File: src/rtl/fls_param.sv
// ---------------------------------------------------------------------------
// fls_param
//   Fibonacci-like sequence generator driven by a push button. Two seed terms
//   are loaded from the switches on the first two presses; every further press
//   produces f(n) = f(n-1) OP f(n-2) with OP selected at run time. The raw
//   button level is synchronised and edge-detected internally, so one press
//   is one step no matter how long it is held.
//
// Parameters
//   WIDTH  data width of seeds and terms
//   SAT    0 = wrap on overflow, 1 = clamp (add -> all-ones, sub -> zero)
//   CNT_W  width of the term counter
//
// Ports
//   clk       system clock
//   rst       asynchronous active-high reset
//   en        raw step button level, asynchronous to clk
//   clr       synchronous restart to seed entry (keeps the synchroniser)
//   d         seed value from the switches
//   mode      00 add, 01 sub (f(n-1)-f(n-2)), 10 xor, 11 or
//   f         current term, registered
//   ovf       sticky overflow/borrow flag
//   term_cnt  terms emitted including seeds, saturating
//   phase     00 SEED0, 01 SEED1, 10 RUN
// ---------------------------------------------------------------------------
module fls_param #(
    parameter int WIDTH = 7,
    parameter bit SAT   = 1'b0,
    parameter int CNT_W = 8
) (
    input  logic             clk,
    input  logic             rst,
    input  logic             en,
    input  logic             clr,
    input  logic [WIDTH-1:0] d,
    input  logic [1:0]       mode,
    output logic [WIDTH-1:0] f,
    output logic             ovf,
    output logic [CNT_W-1:0] term_cnt,
    output logic [1:0]       phase
);

    typedef enum logic [1:0] {
        SEED0   = 2'b00,
        SEED1   = 2'b01,
        RUN     = 2'b10,
        ILLEGAL = 2'b11
    } phase_t;

    // Synchroniser and edge detector
    logic r_s1, r_s2, r_s3;
    logic w_p;

    // Sequence state
    phase_t           r_state, w_state_nxt;
    logic [WIDTH-1:0] r_a, r_b, r_f;
    logic [WIDTH-1:0] w_a_nxt, w_b_nxt, w_f_nxt;
    logic             r_ovf, w_ovf_nxt;
    logic [CNT_W-1:0] r_cnt, w_cnt_nxt, w_cnt_inc;

    // Arithmetic
    logic [WIDTH:0]   w_sum, w_diff;
    logic [WIDTH-1:0] w_r;
    logic             w_r_ovf;

    // r_s1 is the only flop allowed to go metastable; r_s2/r_s3 form the
    // rising-edge detector so a held button yields a single one-cycle pulse.
    // NOTE: sequential state always uses non-blocking assignments so every
    // flop samples the pre-edge value of its neighbours.
    always_ff @(posedge clk or posedge rst) begin
        if (rst) begin
            r_s1 <= 1'b0;
            r_s2 <= 1'b0;
            r_s3 <= 1'b0;
        end else begin
            r_s1 <= en;
            r_s2 <= r_s1;
            r_s3 <= r_s2;
        end
    end

    assign w_p = r_s2 & ~r_s3;

    // One extra bit catches the carry (add) or the borrow (sub).
    assign w_sum  = {1'b0, r_b} + {1'b0, r_a};
    assign w_diff = {1'b0, r_b} - {1'b0, r_a};

    always_comb begin
        w_r     = '0;
        w_r_ovf = 1'b0;
        case (mode)
            2'b00: begin
                w_r_ovf = w_sum[WIDTH];
                w_r     = (SAT && w_sum[WIDTH]) ? {WIDTH{1'b1}} : w_sum[WIDTH-1:0];
            end
            2'b01: begin
                w_r_ovf = w_diff[WIDTH];
                w_r     = (SAT && w_diff[WIDTH]) ? {WIDTH{1'b0}} : w_diff[WIDTH-1:0];
            end
            2'b10:   w_r = r_b ^ r_a;
            default: w_r = r_b | r_a;
        endcase
    end

    assign w_cnt_inc = (r_cnt == {CNT_W{1'b1}}) ? r_cnt : r_cnt + 1'b1;

    // NOTE: every signal driven here gets a hold value first, so no path
    // through the case statement can leave one unassigned and infer a latch.
    always_comb begin
        w_state_nxt = r_state;
        w_a_nxt     = r_a;
        w_b_nxt     = r_b;
        w_f_nxt     = r_f;
        w_ovf_nxt   = r_ovf;
        w_cnt_nxt   = r_cnt;
        case (r_state)
            SEED0: begin
                if (w_p) begin
                    w_a_nxt     = d;
                    w_f_nxt     = d;
                    w_cnt_nxt   = w_cnt_inc;
                    w_state_nxt = SEED1;
                end
            end
            SEED1: begin
                if (w_p) begin
                    w_b_nxt     = d;
                    w_f_nxt     = d;
                    w_cnt_nxt   = w_cnt_inc;
                    w_state_nxt = RUN;
                end
            end
            RUN: begin
                if (w_p) begin
                    w_a_nxt   = r_b;
                    w_b_nxt   = w_r;
                    w_f_nxt   = w_r;
                    w_ovf_nxt = r_ovf | w_r_ovf;
                    w_cnt_nxt = w_cnt_inc;
                end
            end
            default: w_state_nxt = SEED0;   // unreachable encoding recovers unconditionally
        endcase
    end

    // clr behaves like reset for the datapath but leaves the synchroniser
    // alone, and it overrides any pulse arriving at the same edge.
    always_ff @(posedge clk or posedge rst) begin
        if (rst) begin
            r_state <= SEED0;
            r_a     <= '0;
            r_b     <= '0;
            r_f     <= '0;
            r_ovf   <= 1'b0;
            r_cnt   <= '0;
        end else if (clr) begin
            r_state <= SEED0;
            r_a     <= '0;
            r_b     <= '0;
            r_f     <= '0;
            r_ovf   <= 1'b0;
            r_cnt   <= '0;
        end else begin
            r_state <= w_state_nxt;
            r_a     <= w_a_nxt;
            r_b     <= w_b_nxt;
            r_f     <= w_f_nxt;
            r_ovf   <= w_ovf_nxt;
            r_cnt   <= w_cnt_nxt;
        end
    end

    assign f        = r_f;
    assign ovf      = r_ovf;
    assign term_cnt = r_cnt;
    assign phase    = r_state;

endmodule

File: config.mk
export PLATFORM = sky130hd
export DESIGN_NAME = fls_param
export DESIGN_NICKNAME = d
export VERILOG_FILES = /design/src/rtl/fls_param.sv
export SDC_FILE = /design/constraint.sdc
export NUM_CORES = 1
export LEC_CHECK = 0
export ABC_AREA = 1
export CAP_MARGIN = 5
export CORE_UTILIZATION = 30
export CTS_BUF_LIST = sky130_fd_sc_hd__clkbuf_4 sky130_fd_sc_hd__clkbuf_8 sky130_fd_sc_hd__clkbuf_16
export CTS_CLUSTER_DIAMETER = 50
export DETAILED_ROUTE_END_ITERATION = 16
export MAX_ROUTING_LAYER = met4
export PLACE_DENSITY = 0.59
export SLEW_MARGIN = 10
export SYNTH_ARGS = -nofsm -noshare
export SYNTH_HDL_FRONTEND = slang
export SYNTH_SLANG_ARGS = --single-unit
File: constraint.sdc
create_clock -name clk -period 3.4 [get_ports clk]
set_clock_uncertainty 0.05 [all_clocks]
set_input_delay 0.51 -clock clk [delete_from_list [all_inputs] [get_ports clk]]
set_output_delay 0.51 -clock clk [all_outputs]
set_load 0.05 [all_outputs]
==> metrics.txt, run 1 <==
# TYPE chip_impl_metric gauge
chip_impl_metric{name="grt_pass1_wl",unit="mm"} 10.6
chip_impl_metric{name="final_net_count",unit=""} 422
chip_impl_metric{name="max_slew.worst_pin.slew",unit="ps"} 706
chip_impl_metric{name="antenna_cells_inserted",unit=""} 0
chip_impl_metric{name="detail_route.drc_violations",unit=""} 0
chip_impl_metric{name="io_buffers",unit=""} 30
chip_impl_metric{name="drtPass1Iterations",unit=""} 4
chip_impl_metric{name="setup-tns-final",unit="ps"} 0
chip_impl_metric{name="post_cts.resized_instances",unit=""} 0
chip_impl_metric{name="cts_htree_levels",unit=""} 2
chip_impl_metric{name="viasPerCell",unit=""} 4.76
chip_impl_metric{name="layout_worst_path_cycle_share",unit=""} 0.669
chip_impl_metric{name="grt_max_degree",unit=""} 36
chip_impl_metric{name="post_route_cells_drive_above_1_share",unit=""} 0.0829
chip_impl_metric{name="finalWeightedCongestion",unit=""} 0.816
chip_impl_metric{name="drt_first_iter_violations",unit=""} 95
chip_impl_metric{name="cts_hold_buf",unit=""} 0
chip_impl_info{name="setup.worst_path.start_class",value="register"} 1
chip_impl_info{name="worst_setup_ep",value="phase[0]"} 1
chip_impl_metric{name="floorplan.io_pins",unit=""} 31
chip_impl_info{name="critical_path.startpoint",value="phase[0]"} 1
chip_impl_info{name="synth_top_area_cell",value="dfrtp_1"} 1
chip_impl_metric{name="critical_path_peak_fanout",unit=""} 6
chip_impl_metric{name="ff2ff_path_depth",unit=""} 12
chip_impl_metric{name="synth.avg_cell_area",unit="µm²"} 7.29
chip_impl_metric{name="worst-path-stages",unit=""} 1
chip_impl_metric{name="via_count",unit=""} 2338
chip_impl_metric{name="critical_path.n_buffers_inverters",unit=""} 1
chip_impl_metric{name="cts_made_buffers",unit=""} 5
chip_impl_metric{name="initial_antenna_violation_count",unit=""} 0
chip_impl_info{name="worst_setup_path_class",value="reg -> out"} 1
chip_impl_metric{name="grt.overflow.total",unit=""} 0
chip_impl_metric{name="clk-insertion-delay-late",unit="ps"} 290
chip_impl_metric{name="timing_hold_violations_final",unit=""} 0
chip_impl_info{name="family_with_the_most_delay_on_the_worst_path",value="buffers and inverters"} 1
chip_impl_info{name="run_status",value="completed"} 1
chip_impl_metric{name="clkSlewWorstSetupHoldPaths",unit="ps"} 80
chip_impl_metric{name="yosysSeqAreaShare",unit=""} 0.338
chip_impl_metric{name="flow.area_growth_from_synthesis",unit="%"} 18.9
chip_impl_info{name="reg2reg_from",value="r_b[0]"} 1
chip_impl_metric{name="detail_route.wl_per_cell",unit="µm"} 12.8
chip_impl_metric{name="core",unit="mm²"} 0.00830
chip_impl_info{name="regToRegEndpoint",value="f[4]"} 1
chip_impl_info{name="synth.top_cells.by_area",value="dfrtp_1 (34%), nand2_1 (14%), ha_1 (11%)"} 1
chip_impl_metric{name="initial_utilization",unit=""} 0.312
chip_impl_metric{name="syn_area",unit="mm²"} 0.00259
chip_impl_metric{name="regToRegSetupSlack",unit="ps"} 1350
chip_impl_metric{name="cp_data_required_time",unit="ps"} 2840
chip_impl_metric{name="slew_headroom",unit=""} 0.529
chip_impl_metric{name="total_power",unit="µW"} 1280
chip_impl_metric{name="synth.lib_cells_used.distinct",unit=""} 29
chip_impl_info{name="cts_tree",value="yes"} 1
chip_impl_metric{name="yosysWarnings",unit=""} 0
chip_impl_info{name="crit_path_top_delay_cell",value="clkdlybuf4s50_1"} 1
chip_impl_metric{name="setup_viol",unit=""} 0
chip_impl_metric{name="ir_drop",unit="V"} 0.000258
chip_impl_metric{name="synth_top_cell_area_share",unit=""} 0.338
chip_impl_info{name="route.top_layer_used",value="met4"} 1
chip_impl_metric{name="postRouteAntennaNets",unit=""} 0
chip_impl_metric{name="die_w",unit="µm"} 94.9
chip_impl_metric{name="met2WireLength",unit="mm"} 2.97
chip_impl_metric{name="power.static_leakage",unit="µW"} 0.00151
chip_impl_metric{name="drv_cap",unit=""} 0
chip_impl_info{name="rsz0062_at_grt",value="false"} 1
chip_impl_metric{name="final.min_clock_period",unit="ps"} 2270
chip_impl_metric{name="floorplan.die.height",unit="µm"} 94.9
chip_impl_metric{name="route.layer.met1.wl",unit="mm"} 3.04
chip_impl_metric{name="met3RoutedLength",unit="µm"} 186
chip_impl_metric{name="netlist_instances",unit=""} 355
chip_impl_metric{name="cts.sinks",unit=""} 35
chip_impl_info{name="crit_path_cell_trace",value="clkdlybuf4s50_1"} 1
chip_impl_metric{name="row_cnt",unit=""} 33
chip_impl_metric{name="slew_viol_final",unit=""} 0
chip_impl_metric{name="clock_tree.buffer_depth",unit=""} 2
chip_impl_metric{name="via_count_of_the_first_global_routing_pass",unit=""} 2312
chip_impl_metric{name="cp_slowest_stage_delay",unit="ps"} 880
chip_impl_metric{name="syn-num-nets",unit=""} 392
chip_impl_metric{name="detail_route.wirelength",unit="mm"} 6.27
chip_impl_metric{name="fmaxAchievable",unit="GHz"} 0.440
chip_impl_metric{name="synth_seq_cells",unit=""} 35
chip_impl_info{name="timing.hold.worst.class",value="reg -> reg"} 1
chip_impl_metric{name="detailed_place_hpwl",unit="mm"} 4.83
chip_impl_metric{name="post-cts-setup-buffer-count",unit=""} 0
chip_impl_metric{name="die_area",unit="mm²"} 0.00900
chip_impl_metric{name="arrival",unit="ps"} 1710
chip_impl_info{name="root_buffer_master",value="clkbuf_8"} 1
chip_impl_info{name="crit_path_end_kind",value="output port"} 1
chip_impl_metric{name="power_density",unit="mW/mm²"} 416
chip_impl_metric{name="grt.total_usage",unit=""} 0.156
-- flip-flops by register name (all words and copies together) (netlist names) --
register and cells:
r_s1 1, r_a 7, phase 2, term_cnt 8, r_b 7, r_s3 1, f 7, r_s2 1
ovf 1
-- cell usage in the layout, fill, tap and decap left out, types with 4 or more instances in the layout --
master / netlist / routed
a21oi_1: 13 / 13
clkbuf_8: 1 / 5
clkdlybuf4s50_1: 0 / 30
dfrtp_1: 35 / 35
ha_1: 22 / 22
inv_1: 48 / 48
inv_2: 7 / 7
nand2_1: 95 / 95
nand3_1: 40 / 40
nand4_1: 6 / 6
nor2_1: 19 / 19
nor2_2: 4 / 4
nor2_4: 5 / 5
nor3_1: 5 / 5
o21ai_0: 27 / 27
o22ai_1: 4 / 4
-- Yosys cell counts, drive strengths merged --
| cell | number |
|---|---|
| clkbuf | 2 |
| nand3 | 40 |
| nor2 | 28 |
| and3 | 2 |
| o31ai | 1 |
| fa | 2 |
| nor3 | 5 |
| inv | 55 |
| nor3b | 1 |
| nand4 | 6 |
| xor2 | 2 |
| o21ai | 29 |
| o211ai | 3 |
| ha | 22 |
| nand2 | 99 |
| o22ai | 4 |
| buf | 6 |
| dfrtp | 35 |
| a21oi | 13 |
-- layout make-up --
class                      count  area (µm²)
clock inverter                 3        43.8
fill                         874        5220
sequential                    35         876
tap                          105         131
multi-input combinational    257        1440
inverter                      55         206
clock buffer                   5        68.8
timing repair buffer          31         308
-- power breakdown --
group / switching [µW] / internal (µW)
Combinational: 277 / 142
Clock: 159 / 218
Sequential: 32.2 / 451
Total: 468 / 811
-- layer usage --
metal / global-route usage / up-vias
met1: 0.201 / 1092
li1: - / 1197
met3: 0.0177 / 7
met5: - / -
met4: 0.0417 / 0
met2: 0.258 / 42
-- through the flow --
stage | hold WS (ps) | util | instances | instance area (µm²) | setup slack, ps
after floorplan | 281 | - | 355 | 2590 | 1530
after CTS | 311 | 0.371 | 491 | 3080 | 1110
final | 302 | 0.371 | 491 | 3080 | 1130
after global placement | 282 | 0.357 | 483 | 2960 | 957
after detailed placement | 295 | 0.357 | 483 | 2960 | 868
after global routing | 316 | 0.371 | 491 | 3080 | 1000
-- cell families after synthesis --
family,after synthesis,synth area share
and+or+nand+nor,181,0.322
buffers and inverters,63,0.104
AOI/OAI and AO/OA,50,0.107
DFF,35,0.338
adders and majority gates,24,0.122
xor gates and xnor gates,2,0.00677
-- worst min-delay path by stage --
stage            to  start  slack (ps)  cells after the start
2_1_floorplan  r_s2   r_s1         280                      0
3_3_place_gp   r_s2   r_s1         280                      0
3_5_place_dp   r_s2   r_s1         300                      0
4_1_cts        r_s2   r_s1         310                      0
5_1_grt        r_s2   r_s1         320                      0
6_report       r_s2   r_s1         300                      0
Power figures use the tool's default switching activity.
==> inputs of run 2 (changes only) <==
Settings changed: PLACE_DENSITY 0.59 to 0.61.
Clock period 3.4 ns to 1.85 ns, I/O delays scaled along.
==> run 2 against run 1 <==
Routed wire length increased by 13%. Combinational power increased by 140%. Worst setup slack got worse by 1200 ps. Via count increased by 11%. Critical path type is now reg -> reg. Power increased by 100%. Critical path depth increased by 12. The run now ends with setup timing left. Highest routed layer unchanged.
==> metrics.txt, run 2 (synthesized netlist as in run 1, its figures left out) <==
# TYPE chip_impl_metric gauge
chip_impl_metric{name="floorplan.io_pins",unit=""} 31
chip_impl_metric{name="floorplan.die.height",unit="µm"} 94.9
chip_impl_metric{name="slew_viol_final",unit=""} 0
chip_impl_metric{name="io_buffers",unit=""} 30
chip_impl_metric{name="cts_made_buffers",unit=""} 5
chip_impl_metric{name="largest_reg_flops",unit=""} 8
chip_impl_metric{name="core",unit="mm²"} 0.00830
chip_impl_info{name="crit_path_end_kind",value="register"} 1
chip_impl_metric{name="finalWeightedCongestion",unit=""} 0.912
chip_impl_info{name="most_used_cells_in_the_layout_excluding_fill_and_tap_cells",value="nand2_1 (89), buf_4 (56), inv_1 (37), dfrtp_1 (33), nand3_1 (30)"} 1
chip_impl_metric{name="post_route_cells_drive_above_1_share",unit=""} 0.319
chip_impl_metric{name="postRouteAntennaNets",unit=""} 0
chip_impl_metric{name="placed_area",unit="mm²"} 0.00320
chip_impl_info{name="violated_checks",value="setup timing"} 1
chip_impl_metric{name="timing_hold_violations_final",unit=""} 0
chip_impl_metric{name="final_net_count",unit=""} 466
chip_impl_metric{name="cts.sinks",unit=""} 35
chip_impl_metric{name="final_util",unit=""} 0.429
chip_impl_metric{name="drt_first_iter_violations",unit=""} 70
chip_impl_metric{name="critical_path_peak_fanout",unit=""} 4
chip_impl_metric{name="cp_data_required_time",unit="ps"} 1980
chip_impl_metric{name="detail_route.drc_violations",unit=""} 0
chip_impl_info{name="cts_tree",value="yes"} 1
chip_impl_metric{name="via_count",unit=""} 2586
chip_impl_info{name="root_buffer_master",value="clkbuf_8"} 1
chip_impl_metric{name="fillerInstances",unit=""} 834
chip_impl_metric{name="power.static_leakage",unit="µW"} 0.00181
chip_impl_metric{name="met2WireLength",unit="mm"} 3.40
chip_impl_metric{name="final.min_clock_period",unit="ps"} 1900
chip_impl_metric{name="die_w",unit="µm"} 94.9
chip_impl_metric{name="detail_route.wl_per_cell",unit="µm"} 13.2
chip_impl_info{name="setup.worst_path.start_class",value="register"} 1
chip_impl_metric{name="power_density",unit="mW/mm²"} 731
chip_impl_metric{name="fmaxAchievable",unit="GHz"} 0.526
chip_impl_metric{name="grt_max_degree",unit=""} 36
chip_impl_info{name="timing.hold.worst.class",value="reg -> reg"} 1
chip_impl_metric{name="detail_route.wirelength",unit="mm"} 7.06
chip_impl_metric{name="row_cnt",unit=""} 33
chip_impl_metric{name="clkSlewWorstSetupHoldPaths",unit="ps"} 70
chip_impl_info{name="worst_setup_path_class",value="reg -> reg"} 1
chip_impl_metric{name="total_power",unit="µW"} 2600
chip_impl_metric{name="sequential_cell_area",unit="µm²"} 878
chip_impl_metric{name="holdWs",unit="ps"} 308
chip_impl_metric{name="via_count_of_the_first_global_routing_pass",unit=""} 2538
chip_impl_metric{name="multi_input_area",unit="mm²"} 0.00161
chip_impl_metric{name="arrival",unit="ps"} 2040
chip_impl_metric{name="finish.instance_area",unit="mm²"} 0.00356
chip_impl_metric{name="ir_drop",unit="V"} 0.000402
chip_impl_metric{name="antenna_cells_inserted",unit=""} 0
chip_impl_metric{name="drv_cap",unit=""} 0
chip_impl_metric{name="die_area",unit="mm²"} 0.00900
chip_impl_metric{name="initial_antenna_violation_count",unit=""} 0
chip_impl_metric{name="max_slew.worst_pin.slew",unit="ps"} 491
chip_impl_metric{name="initial_utilization",unit=""} 0.312
chip_impl_metric{name="clk-insertion-delay-late",unit="ps"} 290
chip_impl_info{name="route.top_layer_used",value="met4"} 1
chip_impl_metric{name="clock_tree.buffer_depth",unit=""} 2
chip_impl_metric{name="route.layer.met1.wl",unit="mm"} 3.18
chip_impl_metric{name="viasPerCell",unit=""} 4.83
chip_impl_metric{name="flow.area_growth_from_synthesis",unit="%"} 37.7
chip_impl_info{name="rsz0062_at_grt",value="true"} 1
chip_impl_metric{name="grt.total_usage",unit=""} 0.175
chip_impl_metric{name="grt_pass1_wl",unit="mm"} 11.8
chip_impl_metric{name="cts_htree_levels",unit=""} 2
chip_impl_metric{name="met3RoutedLength",unit="µm"} 345
chip_impl_metric{name="grt.overflow.total",unit=""} 0
chip_impl_metric{name="slew_headroom",unit=""} 0.671
chip_impl_metric{name="detailed_place_hpwl",unit="mm"} 5.39
chip_impl_metric{name="postLayoutSetupSlackWorst",unit="ps"} -51.1
chip_impl_info{name="run_status",value="finished, violations left"} 1
chip_impl_info{name="final_common_cell",value="nand2_1"} 1
chip_impl_metric{name="drtPass1Iterations",unit=""} 4
chip_impl_metric{name="layout_worst_path_cycle_share",unit=""} 1.03
chip_impl_metric{name="setup_viol",unit=""} 5
run 2: cell count changes in the layout (fill, tap and decap cells not counted), sizes merged:
| cell | delta |
|---|---|
| buf | +59 |
| clkdlybuf4s50 | -16 |
| clkbuf | +1 |
| clkinv | -1 |
| dlymetal6s2s | +1 |
run 2: per-layer routing:
metal | vias to the layer above | track usage
met5 | - | -
met4 | 0 | 0.0480
met3 | 16 | 0.0266
met2 | 74 | 0.293
met1 | 1205 | 0.218
li1 | 1291 | -
run 2: final cells by class:
cell class | count | area share
clock buffers | 6 | 0.0232
clock inverters | 2 | 0.00983
inverters | 55 | 0.0579
multi-input cells | 257 | 0.452
flip-flops and latches | 35 | 0.246
well taps | 105 | 0.0369
repair buffers | 75 | 0.173
run 2: worst max-delay path: stages, from the launching register on:
cell and delay [ps]:
dfrtp_1 430, ha_2 240, inv_2 50, fa_2 320
inv_2 100, nand3_2 90, nand3_2 90, nand2_1 50
nand3_1 70, nand3_1 80, nand2_1 80, nand2_2 60
nand3_1 60, nand2_1 50
run 2: final timing paths:
| path | startpoint | to | slack [ps] | cells after the start |
|---|---|---|---|---|
| worst max-delay path | r_a[0] | f[6] | -50 | 13 |
| worst min-delay path | r_s1 | r_s2 | 310 | 0 |
| worst max register to register | r_a[0] | f[6] | -50 | 13 |
| worst min register to register | r_s1 | r_s2 | 310 | 0 |
| max in group asynchronous | rst | term_cnt[0] | 1060 | 3 |
| min in group asynchronous | rst | term_cnt[3] | 340 | 3 |
run 2: repair_timing:
item / in CTS / in global routing
hold buffers: 0 / 0
setup endpoints to repair: 12 / 13
pin swaps: 7 / 20
buffers inserted: 2 / 6
gates resized for setup: 14 / 43
run 2: stage by stage:
| stage | instances | TNS, ps | worst slack [ps] |
|---|---|---|---|
| final | 535 | -126 | -51.1 |
| after global routing | 535 | -1360 | -180 |
| after CTS | 529 | -66.4 | -38.7 |
| after detailed placement | 519 | -606 | -122 |
| after global placement | 519 | -175 | -54.6 |
| after floorplan | 355 | 0 | 98.1 |
run 2: power by group:
group	internal (µW)	total, µW	switching (µW)
clock network	436	711	275
registers	830	882	52.4
logic	406	1010	605
total	1670	2600	932
==> inputs of run 3 (changes only) <==
Settings changed: PLACE_DENSITY 0.61 to 0.59.
Clock period 1.85 ns to 2.4 ns, I/O delays scaled along.
==> run 3 against run 2 <==
The run now ends clean. Critical endpoint is now phase[0]. Worst hold slack barely moved. Worst setup slack improved by 340 ps. Sequential share of layout area increased by 3.6 points. Clock power is 32% lower. Final cell count fell by 7.3%. Largest cell class unchanged. Die area unchanged. First-iteration DRC count grew 120%. Power fell by 32%.
==> metrics.txt, run 3 (synthesized netlist as in run 1, its figures left out) <==
# TYPE chip_impl_metric gauge
chip_impl_metric{name="power.static_leakage",unit="µW"} 0.00153
chip_impl_info{name="reg2reg_from",value="r_b[1]"} 1
chip_impl_metric{name="post-cts-setup-buffer-count",unit=""} 0
chip_impl_metric{name="post-place-ws",unit="ps"} 230
chip_impl_metric{name="antenna_cells_inserted",unit=""} 0
chip_impl_metric{name="detail_route.wirelength",unit="mm"} 6.40
chip_impl_metric{name="floorplan.die.height",unit="µm"} 94.9
chip_impl_metric{name="largest_reg_flops",unit=""} 8
chip_impl_metric{name="slew_viol_final",unit=""} 0
chip_impl_metric{name="grt_max_degree",unit=""} 36
chip_impl_metric{name="initial_antenna_violation_count",unit=""} 0
chip_impl_metric{name="arrival",unit="ps"} 1710
chip_impl_info{name="rsz0062_at_grt",value="false"} 1
chip_impl_info{name="most_used_cells_in_the_layout_excluding_fill_and_tap_cells",value="nand2_1 (95), inv_1 (48), nand3_1 (40), dfrtp_1 (35), clkdlybuf4s50_1 (30)"} 1
chip_impl_metric{name="layout_worst_path_cycle_share",unit=""} 0.881
chip_impl_info{name="setup.worst_path.start_class",value="register"} 1
chip_impl_metric{name="post_cts.resized_instances",unit=""} 0
chip_impl_metric{name="row_cnt",unit=""} 33
chip_impl_metric{name="critical_path.n_buffers_inverters",unit=""} 1
chip_impl_info{name="cts_tree",value="yes"} 1
chip_impl_info{name="hp-start",value="r_s1"} 1
chip_impl_metric{name="cp_slowest_stage_delay",unit="ps"} 880
chip_impl_metric{name="ir_drop",unit="V"} 0.000268
chip_impl_metric{name="cts.sinks",unit=""} 35
chip_impl_metric{name="detail_route.drc_violations",unit=""} 0
chip_impl_metric{name="setup-tns-final",unit="ps"} 0
chip_impl_info{name="crit_path_top_delay_cell",value="clkdlybuf4s50_1"} 1
chip_impl_metric{name="ff2ff_path_depth",unit=""} 12
chip_impl_metric{name="groute.layer.met2.usage",unit=""} 0.268
chip_impl_metric{name="floorplan.io_pins",unit=""} 31
chip_impl_info{name="holdPathEnd",value="r_s2"} 1
chip_impl_info{name="top_usage_layer",value="met2"} 1
chip_impl_metric{name="critical_path_peak_fanout",unit=""} 6
chip_impl_info{name="run_status",value="completed"} 1
chip_impl_info{name="final_common_cell",value="nand2_1"} 1
chip_impl_metric{name="final.min_clock_period",unit="ps"} 2120
chip_impl_metric{name="postRouteAntennaNets",unit=""} 0
chip_impl_metric{name="drv_cap",unit=""} 0
chip_impl_info{name="worst_setup_path_class",value="reg -> out"} 1
chip_impl_metric{name="via_count_of_the_first_global_routing_pass",unit=""} 2287
chip_impl_metric{name="fmaxAchievable",unit="GHz"} 0.473
chip_impl_metric{name="detail_route.wl_per_cell",unit="µm"} 12.9
chip_impl_metric{name="power_density",unit="mW/mm²"} 572
chip_impl_info{name="family_with_the_most_delay_on_the_worst_path",value="buffers and inverters"} 1
chip_impl_metric{name="detailed_place_hpwl",unit="mm"} 5.08
chip_impl_metric{name="regToRegSetupSlack",unit="ps"} 350
chip_impl_info{name="crit_path_cell_trace",value="clkdlybuf4s50_1"} 1
chip_impl_metric{name="final_net_count",unit=""} 427
chip_impl_metric{name="viasPerCell",unit=""} 4.75
chip_impl_info{name="regToRegEndpoint",value="r_b[5]"} 1
chip_impl_metric{name="hold-path-cell-count",unit=""} 0
chip_impl_metric{name="die_area",unit="mm²"} 0.00900
chip_impl_metric{name="cts_htree_levels",unit=""} 2
chip_impl_info{name="crit_path_end_kind",value="output port"} 1
chip_impl_metric{name="cts_made_buffers",unit=""} 5
chip_impl_metric{name="drt_first_iter_violations",unit=""} 155
chip_impl_metric{name="max_slew.worst_pin.slew",unit="ps"} 520
chip_impl_metric{name="via_count",unit=""} 2356
chip_impl_info{name="root_buffer_master",value="clkbuf_8"} 1
chip_impl_metric{name="core",unit="mm²"} 0.00830
chip_impl_metric{name="cp_data_required_time",unit="ps"} 1990
chip_impl_metric{name="grt_pass1_wl",unit="mm"} 10.9
chip_impl_metric{name="total_power",unit="µW"} 1780
chip_impl_metric{name="post_route_cells_drive_above_1_share",unit=""} 0.0946
chip_impl_metric{name="clock_tree.buffer_depth",unit=""} 2
chip_impl_metric{name="met1_usage",unit=""} 0.194
chip_impl_metric{name="initial_utilization",unit=""} 0.312
chip_impl_metric{name="cts_hold_buf",unit=""} 0
chip_impl_metric{name="die_w",unit="µm"} 94.9
chip_impl_metric{name="io_buffers",unit=""} 30
chip_impl_metric{name="met3_layer_usage_reported_by_global_route",unit=""} 0.0314
chip_impl_metric{name="timing_hold_violations_final",unit=""} 0
chip_impl_metric{name="grt.overflow.total",unit=""} 0
chip_impl_metric{name="clkSlewWorstSetupHoldPaths",unit="ps"} 80
chip_impl_info{name="timing.hold.worst.class",value="reg -> reg"} 1
chip_impl_metric{name="drtPass1Iterations",unit=""} 4
chip_impl_metric{name="finalWeightedCongestion",unit=""} 0.908
chip_impl_metric{name="postLayoutSetupSlackWorst",unit="ps"} 285
chip_impl_metric{name="clk-insertion-delay-late",unit="ps"} 290
chip_impl_metric{name="setup_viol",unit=""} 0
chip_impl_metric{name="flow.area_growth_from_synthesis",unit="%"} 20.0
chip_impl_metric{name="grt.total_usage",unit=""} 0.160
chip_impl_metric{name="slew_headroom",unit=""} 0.652
-- run 3: cell count changes in the layout (fill, tap and decap cells not counted), sizes merged --
cell	before	now
bufinv	1	0
buf	60	6
clkinv	1	0
clkinvlp	0	1
dlymetal6s2s	1	0
clkdlybuf4s50	14	30
clkbuf	6	7
-- run 3: area by class of cell --
| type | count | area [µm²] |
|---|---|---|
| Fill cell | 859 | 5190 |
| Multi-Input combinational cell | 257 | 1440 |
| Clock buffer | 7 | 96.3 |
| Tap cell | 105 | 131 |
| Timing Repair Buffer | 36 | 345 |
| Clock inverter | 1 | 7.51 |
| Inverter | 55 | 206 |
| Sequential cell | 35 | 876 |
-- run 3: worst register-to-register path: stages, from the launching register on --
cell     delay, ps
dfrtp_1        460
inv_1          150
ha_1           370
nor2_1         160
nand3_1        140
nand3_1        140
nand2_1         60
nand3_1         70
nand3_1         80
nand2_1         80
nand2_1         70
nand3_1         70
nand2_1         50
-- run 3: stage by stage --
stage	hold WS, ps	utilization	area [µm²]	cells
finish	308	0.374	3100	496
floorplan	281	-	2590	355
global route	323	0.374	3100	496
CTS	307	0.374	3100	496
global placement	282	0.362	3000	488
detailed placement	290	0.362	3000	488
-- run 3: worst max-delay path by stage --
| stage | cells past startpoint | slack, ps | from | end |
|---|---|---|---|---|
| after floorplan | 9 | 530 | term_cnt[1] | term_cnt[5] |
| after global placement | 11 | 210 | mode[0] | r_b[2] |
| after detailed placement | 11 | 230 | mode[0] | r_b[2] |
| after CTS | 1 | 260 | phase[0] | phase[0] |
| after global routing | 12 | 150 | r_b[0] | f[6] |
| final | 1 | 280 | phase[0] | phase[0] |
-- run 3: routing by layer --
metal / share of wire / wire (µm)
met5: 0 / 0
met3: 0.047 / 301
met2: 0.48 / 3100
met1: 0.46 / 2930
met4: 0.010 / 67
-- run 3: power breakdown --
| group | internal (µW) | total (µW) | switching [µW] |
|---|---|---|---|
| Sequential | 639 | 683 | 44.5 |
| Clock | 261 | 487 | 226 |
| Combinational | 207 | 606 | 399 |
| Total | 1110 | 1780 | 669 |
